==> src/rtl/alu_serial_ctrl.sv <==
// Bit-serial ALU sequencer: feeds one bit per cycle to an external 1-bit ALU slice,
// collects result bits and carries, and finalises arithmetic/compare results.
module alu_serial_ctrl #(
  parameter int WIDTH = 32
) (
  input  logic             clk,
  input  logic             rst_n,
  input  logic             start,
  input  logic [WIDTH-1:0] a,
  input  logic [WIDTH-1:0] b,
  input  logic [3:0]       control,
  input  logic [2:0]       bonus,
  output logic             slice_a,
  output logic             slice_b,
  output logic             slice_cin,
  output logic             slice_less,
  output logic [3:0]       slice_control,
  output logic [2:0]       slice_bonus,
  input  logic             slice_result,
  input  logic             slice_cout,
  output logic             busy,
  output logic             done,
  output logic [WIDTH-1:0] result,
  output logic             zero,
  output logic             overflow
);

  localparam int IW = $clog2(WIDTH);

  typedef enum logic [1:0] {IDLE, RUN, DONE} state_t;

  state_t           state_q;
  logic [WIDTH-1:0] a_q, b_q;
  logic [3:0]       ctrl_q;
  logic [2:0]       bonus_q;
  logic [IW-1:0]    i_q;
  logic             carry_q;
  logic [WIDTH-2:0] shadow_q;
  logic             busy_q, done_q, zero_q, ovf_q;
  logic [WIDTH-1:0] result_q;

  logic             run, last;
  logic [WIDTH-1:0] shadow_full, result_d;
  logic             arith, supported, ovf_d, zero_d, lt, z, cond;

  assign run  = (state_q == RUN);
  assign last = (i_q == IW'(WIDTH - 1));

  assign slice_a       = run & a_q[i_q];
  assign slice_b       = run & b_q[i_q];
  assign slice_cin     = run & carry_q;
  assign slice_less    = 1'b0;
  assign slice_bonus   = 3'b000;
  assign slice_control = !run ? 4'b0000 : ((ctrl_q == 4'b0111) ? 4'b0110 : ctrl_q);

  // Final-cycle view: the MSB comes straight from the slice so the result can be
  // registered on the same edge that enters DONE.
  always_comb begin
    shadow_full = {slice_result, shadow_q};
    arith       = (ctrl_q == 4'b0010) || (ctrl_q == 4'b0110) || (ctrl_q == 4'b0111);
    supported   = arith || (ctrl_q == 4'b0000) || (ctrl_q == 4'b0001) ||
                  (ctrl_q == 4'b1100) || (ctrl_q == 4'b1101);
    ovf_d       = arith & (carry_q ^ slice_cout);
    lt          = shadow_full[WIDTH-1] ^ ovf_d;
    z           = (shadow_full == '0);
    cond        = 1'b0;
    case (bonus_q)
      3'b000:  cond = lt;
      3'b001:  cond = !lt && !z;
      3'b010:  cond = lt || z;
      3'b011:  cond = !lt;
      3'b110:  cond = z;
      3'b100:  cond = !z;
      default: cond = 1'b0;
    endcase
    if (!supported)
      result_d = '0;
    else if (ctrl_q == 4'b0111)
      result_d = {{(WIDTH-1){1'b0}}, cond};
    else
      result_d = shadow_full;
    zero_d = (result_d == '0);
  end

  always_ff @(posedge clk or negedge rst_n) begin
    if (!rst_n) begin
      state_q  <= IDLE;
      a_q      <= '0;
      b_q      <= '0;
      ctrl_q   <= '0;
      bonus_q  <= '0;
      i_q      <= '0;
      carry_q  <= 1'b0;
      shadow_q <= '0;
      busy_q   <= 1'b0;
      done_q   <= 1'b0;
      result_q <= '0;
      zero_q   <= 1'b0;
      ovf_q    <= 1'b0;
    end else begin
      case (state_q)
        IDLE: begin
          done_q <= 1'b0;
          if (start) begin
            a_q     <= a;
            b_q     <= b;
            ctrl_q  <= control;
            bonus_q <= bonus;
            i_q     <= '0;
            carry_q <= (control == 4'b0110) || (control == 4'b0111);
            busy_q  <= 1'b1;
            state_q <= RUN;
          end
        end
        RUN: begin
          carry_q <= slice_cout;
          i_q     <= i_q + 1'b1;
          if (!last) begin
            shadow_q[i_q] <= slice_result;
          end else begin
            result_q <= result_d;
            zero_q   <= zero_d;
            ovf_q    <= supported & ovf_d;
            busy_q   <= 1'b0;
            done_q   <= 1'b1;
            state_q  <= DONE;
          end
        end
        DONE: begin
          done_q  <= 1'b0;
          state_q <= IDLE;
        end
        default: state_q <= IDLE;
      endcase
    end
  end

  assign busy     = busy_q;
  assign done     = done_q;
  assign result   = result_q;
  assign zero     = zero_q;
  assign overflow = ovf_q;

endmodule
==> config.mk <==
export PLATFORM = sky130hd
export DESIGN_NAME = alu_serial_ctrl
export DESIGN_NICKNAME = d
export VERILOG_FILES = /design/src/rtl/alu_serial_ctrl.sv
export SDC_FILE = /design/constraint.sdc
export NUM_CORES = 1
export LEC_CHECK = 0
export CAP_MARGIN = 20
export CELL_PAD_IN_SITES_DETAIL_PLACEMENT = 0
export CELL_PAD_IN_SITES_GLOBAL_PLACEMENT = 1
export CORE_ASPECT_RATIO = 1.25
export CORE_MARGIN = 10
export CORE_UTILIZATION = 40
export DETAILED_ROUTE_END_ITERATION = 12
export GPL_TIMING_DRIVEN = 0
export PLACE_DENSITY_LB_ADDON = 0.1
export SLEW_MARGIN = 20
export SYNTH_ARGS = -nofsm -noshare
export SYNTH_HDL_FRONTEND = slang
export SYNTH_SLANG_ARGS = --single-unit
export TNS_END_PERCENT = 5
==> constraint.sdc <==
create_clock -name clk -period 2.8 [get_ports clk]
set_input_delay 0.7 -clock clk [delete_from_list [all_inputs] [get_ports clk]]
set_output_delay 0.7 -clock clk [all_outputs]
set_load 0.01 [all_outputs]
Word-level counts from Yosys, hierarchy flattened:

Index checks and enable logic that the tools add are counted.

* add/subtract/negate cells: 1
* reduce and logical (&&, ||, !) cells: 27
* order comparisons: 2
* bitwise operators: 8
* multiplexer cells: 24
* eq/ne operators: 18

Operators with widths (number)
* $logic_not 32->1: 2
* $mux 32: 2
* $bwmux 31: 1
* $eq 4x3->1 const B: 4
* $reduce_and 2->1: 6
* $bmux 1 s5: 2
* $pmux 5 s2: 1
* $eq 4x4->1 const B: 2
* $logic_or 1x1->1: 8
* $mux 4: 2
* $mux 1: 7
* $eq 3x2->1 const B: 2
* $eq 3x3->1 const B: 2
* $lt 5x6->1 const B: 1
* $pmux 1 s2: 3
* $pmux 1 s6: 1
* $add 5x1->5 const B: 1
* $and 1x1->1: 5
* $demux 1 s5: 1
* $eq 5x5->1 const B: 1
* $ge 5x1->1 const B: 1
* $mux 5: 1
* $eq 4x1->1 const B: 1
* $eq 4x2->1 const B: 1
* other kinds (17): 22

* register bits after elaboration: 146
* word-level logic and storage cells: 93

Depth between registers and ports, before layout:

* word-level depth: 11
* gate-level depth with buffers: 9
* gate-level depth less buffers: 7

Worst setup path after synthesis:

No wires, ideal clock.

* kind: register to output
* start point: register i_q[0]
* end point: output slice_a
* data arrival time: 1600 ps
* path slack: 500 ps
* stages on the path, launching flop included: 6
* path buffers: 1
* cells stage by stage: dfrtp_1 > buf_6 > mux4_1 > mux2_2 > nand3_2 > a41oi_2

* cells in the longest elaborated chain, start to end: 3

Ends and longest elaborated chain
* start: declaration: RTL line 36 `logic [IW-1:0] i_q;`
* start signal: assignment: RTL line 117 `i_q <= i_q + 1'b1;`
* $bmux 1 s5: RTL line 49 `assign slice_a = run & a_q[i_q];`
* $mux 1 (not written as such): RTL line 49
* $and 1x1->1: RTL line 49
* end: declaration: RTL line 13 `output logic slice_a,`

Every way passes these cells. The select of a mux whose other input is x is not followed.

Final worst setup path:

* start point: register i_q[0]
* end point: output slice_b

* cells in the longest elaborated chain, start to end: 3

Ends and longest elaborated chain
* $bmux 1 s5: RTL line 50 `assign slice_b = run & b_q[i_q];`
* $mux 1 (not written as such): RTL line 50
* $and 1x1->1: RTL line 50
* end: declaration: RTL line 14 `output logic slice_b,`

Every way passes these cells. The select of a mux whose other input is x is not followed.

==> reports/results.md <==
| Result | Reported | Unit |
|---|---|---|
| Net load switching power | 2.930 | mW |
| Setup crit end kind | primary output | - |
| Top library cells by usage in the layout, fill and taps aside | sky130_fd_sc_hd__dfrtp_1, sky130_fd_sc_hd__clkdlybuf4s50_1, sky130_fd_sc_hd__mux2_2 | - |
| Post-synth EDFFs | 0 | - |
| Sequential element share of the synthesized area | 56.01 | % |
| Combinational fraction of design power | 36.6 | % |
| Post-synthesis xor/xnor area fraction | 0.5371 | % |
| Area used by multi-input combinational logic | 2745 | µm² |
| Top cell family by delay on the critical path | multiplexers | - |
| Worst reg-to-reg setup slack | 0.41 | ns |
| Number of H-tree branching levels | 4 | - |
| Routed Antenna Nets | 0 | - |
| Average detailed-routed wire length per instance | 19.47 | µm |
| Layout area overhead | 34.28 | % |
| TritonCTS clock tree | done | - |
| Reg-to-reg critical path endpoint | shadow_q[9]$_DFFE_PN0P_ | - |
| Placement row count | 52 | - |
| Fmax | 0.3442 | GHz |
| Setup ws final | -0.1051 | ns |
| Maximum fanout along the worst path | 5 | - |
| Register share of total power | 38.7 | % |
| CP bufs+invs | 2 | - |
| Post-synthesis instance area | 6523 | µm² |
| Post-synthesis cell count | 471 | - |
| Diode insertion count for antenna repair | 0 | - |
| Std-Cell Core Area | 16140 | µm² |
| Total number of cells along the worst setup path | 6 | - |
| Die extent in x | 134.2 | µm |
| Synth Flop Type | sky130_fd_sc_hd__dfrtp_1 | - |
| Number of max-capacitance violations reported | 0 | - |
| Portion of total power attributed to the clock network | 24.8 | % |
| Hold slack | 0.1775 | ns |
| Sort of element at the start of the critical path | flop | - |
| Compound-gate portion of the synthesized area | 7.155 | % |
| Number of max-slew violations in the final report | 0 | - |
| Status | finished with violations | - |
| Time the final worst path needs with I/O delays and setup | 2.905 | ns |
| Root cell of the clock tree | sky130_fd_sc_hd__clkbuf_16 | - |
| Share of total power consumed by net switching | 31.27 | % |
| Wire length of the first global-routing pass | 26830 | µm |
| Insertion delay to the later sink of the worst-skew pair | 0.43 | ns |
| Final core utilization | 54.28 | % |
| Clock-pin slew on the worst setup and hold paths | 0.06 | ns |
| Count of different cell masters after synthesis | 50 | - |
| Number of hold violations in the final report | 0 | - |
| DRC violations left | 0 | - |
| Final worst clock skew | 0.009670 | ns |
| Start-to-end type of the worst setup path | flop to primary output | - |
| Required arrival time at the worst endpoint | 2.10 | ns |
| Fraction of the mapped netlist area in simple logic gates | 8.249 | % |
| Number of placed I/O pins | 123 | - |
| Power density over the cells | 1070 | nW/µm² |
| Finish-stage setup viols | 2 | - |
| Leakage | 3.721 | nW |
| Bufs on Longest Clock Path | 2 | - |
| Reg2Reg Depth | 8 | - |
| Starting utilization of the core area | 40.42 | % |
| Share of final-layout standard cells stronger than drive strength 1 | 30.52 | % |
| Average cell area after synthesis | 13.85 | µm² |
| Class of the worst hold path | input pin to async pin | - |
| Data arrival at the endpoint of the critical path | 2.21 | ns |
| DRC violation total after the first TritonRoute iteration | 156 | - |
| Post-synthesis register bit count | 146 | - |
| Most common cell after layout, fill and taps aside | sky130_fd_sc_hd__dfrtp_1 | - |
| CP cell instances | buf_12 > mux4_2 > mux2_4 > nand3_2 > a41oi_2 > buf_4 | - |
| Total number of vias | 4321 | - |
| Vias per Instance | 5.114 | - |
| Mux contribution to synthesized area | 23.98 | % |
| IR drop worst, VDD | 0.4211 | mV |
| Net total in the final layout | 697 | - |
| Number of antenna violations at the first check in global routing | 0 | - |
| Async set-or-reset flop fraction in the synthesized netlist | 100.0 | % |
| Max incr delay on CP | 0.53 | ns |
| Part of the cycle the worst path needs | 103.8 | % |
| Via count of the first global-routing pass | 4839 | - |
| PnR Total Power | 9.370 | mW |
| Detailed-route wire length | 16460 | µm |
| Relative max-transition margin | 57.73 | % |
| Placed wire-length estimate | 12420 | µm |
| Sequential cell area | 3656 | µm² |
| Worst Tran Pin Value | 0.6282 | ns |
| Setup repair after global routing missed its margin | yes | - |
| Largest net degree at the start of global routing | 94 | - |
| First drt pass iteration count | 4 | - |
| Max stage delay cell, worst path | sky130_fd_sc_hd__mux4_2 | - |
| Post-CTS Hold Buffers | 0 | - |
| Placer Congestion | 0.7966 | - |
| Total number of clock tree sinks | 146 | - |
| Count of yosys warnings during synthesis | 0 | - |
| Total Routing Usage GR | 15.79 | % |
| Internal power | 6.440 | mW |
| Height of the chip | 162.8 | µm |
| Synthesized-area fraction occupied by adder cells | 0.9591 | % |
| Post-placement worst setup slack | -0.2213 | ns |
| Final cell area excluding filler cells | 8758 | µm² |
| Number of buffers added on ports | 118 | - |
| Inserted Clock Buffers | 17 | - |
| Die footprint | 21850 | µm² |
| Violated checks | negative setup slack | - |
| Placed Instance Area | 8018 | µm² |
| Startpoint of the worst-slack reg-to-reg timing path | i_q[0]$_DFFE_PN0P_ | - |
| Largest family of logic cells by synthesized area | multiplexers | - |
| Total of fill cells in the finished design | 1423 | - |
| GRT Residual Overflow | 0 | - |
[worst max-delay path by stage]
stage	startpoint	to
detailed placement	i_q[0]$_DFFE_PN0P_	slice_a
finish	i_q[0]$_DFFE_PN0P_	slice_b
CTS	i_q[0]$_DFFE_PN0P_	slice_a
floorplan	i_q[0]$_DFFE_PN0P_	slice_a
global route	i_q[0]$_DFFE_PN0P_	slice_b
global placement	rst_n	a_q[22]$_DFFE_PN0P_
[worst reg2reg max path: stages (launching register included)]
cell and delay, ns:
sky130_fd_sc_hd__dfrtp_2 0.47, sky130_fd_sc_hd__buf_4 0.17, sky130_fd_sc_hd__ha_1 0.27, sky130_fd_sc_hd__and3_1 0.21
sky130_fd_sc_hd__ha_1 0.21, sky130_fd_sc_hd__nor2_4 0.20, sky130_fd_sc_hd__buf_2 0.24, sky130_fd_sc_hd__nand3_1 0.14
sky130_fd_sc_hd__mux2_1 0.36
[layer usage]
metal  track usage, %  part of all wire, %
met1            18.09                   40
met2            26.87                   52
met3            5.463                  6.1
met4            5.352                  1.8
met5                0                    0
[cell families after synthesis]
family,Yosys count
AOI/OAI and AO/OA,57
xor gates and xnor gates,4
adders and majority gates,5
buffers and inverters,38
DFF,146
muxes,122
other,1
and+or+nand+nor,98
[final cells by class]
class / instances / share of cell area (%)
Clock inverter: 12 / 1.786
Clock buffer: 20 / 5.100
Timing Repair Buffer: 124 / 14.41
Inverter: 5 / 0.2143
Tap cell: 216 / 3.086
Buffer: 32 / 2.314
Sequential cell: 146 / 41.74
Multi-Input combinational cell: 290 / 31.34
[per-stage QoR]
step           std cells  TNS [ns]
6_report             845   -0.1975
5_1_grt              845   -0.3446
4_1_cts              846   -0.3509
3_5_place_dp         809   -0.4241
3_3_place_gp         808   -691.29
2_1_floorplan        474         0
[timing repair]
action | CTS | global route
resized for setup | 18 | 23
endpoints found under the setup margin | 2 | 4
pin swaps | 0 | 3
hold endpoints to repair | 0 | 0
setup buffers | 4 | 1
gates cloned | 1 | 0
[power groups by stage]
stage	logic (mW)	registers, mW	clock network (mW)
floorplan	2.12	3.47	0
global placement	3.19	3.59	0
detailed placement	3.26	3.63	0
CTS	3.39	3.61	2.36
global route	3.73	3.76	2.48
finish	3.43	3.62	2.32
[state kept, by name, summed over array words and instances, names as in the netlist]
register	cells
a_q	32
b_q	32
bonus_q	3
busy	1
carry_q	1
ctrl_q	4
done	1
i_q	5
overflow	1
result	32
shadow_q	31
state_q	2
zero	1
[cells in the mapped netlist, types with 3 or more instances]
library cell,number,area [µm²]
sky130_fd_sc_hd__nand4_1,3,18.77
sky130_fd_sc_hd__and2_1,5,31.28
sky130_fd_sc_hd__inv_1,5,18.77
sky130_fd_sc_hd__ha_1,5,62.56
sky130_fd_sc_hd__clkbuf_1,6,22.52
sky130_fd_sc_hd__buf_2,21,105.1
sky130_fd_sc_hd__nand3_1,14,70.07
sky130_fd_sc_hd__dfrtp_1,146,3654
sky130_fd_sc_hd__mux4_2,13,292.8
sky130_fd_sc_hd__mux2_1,19,214.0
sky130_fd_sc_hd__nand2_1,13,48.80
sky130_fd_sc_hd__mux2_2,86,968.4
sky130_fd_sc_hd__a22o_1,34,297.8
sky130_fd_sc_hd__buf_4,4,30.03
sky130_fd_sc_hd__a21oi_1,6,30.03
sky130_fd_sc_hd__mux4_1,3,78.83
sky130_fd_sc_hd__nor4_1,8,50.05
sky130_fd_sc_hd__nor2_1,27,101.4
sky130_fd_sc_hd__o21ai_0,3,15.01
sky130_fd_sc_hd__xor2_1,3,26.28
sky130_fd_sc_hd__nor2b_1,5,31.28
sky130_fd_sc_hd__nand3b_1,3,22.52
No activity file was read; power rests on OpenSTA's default activity.
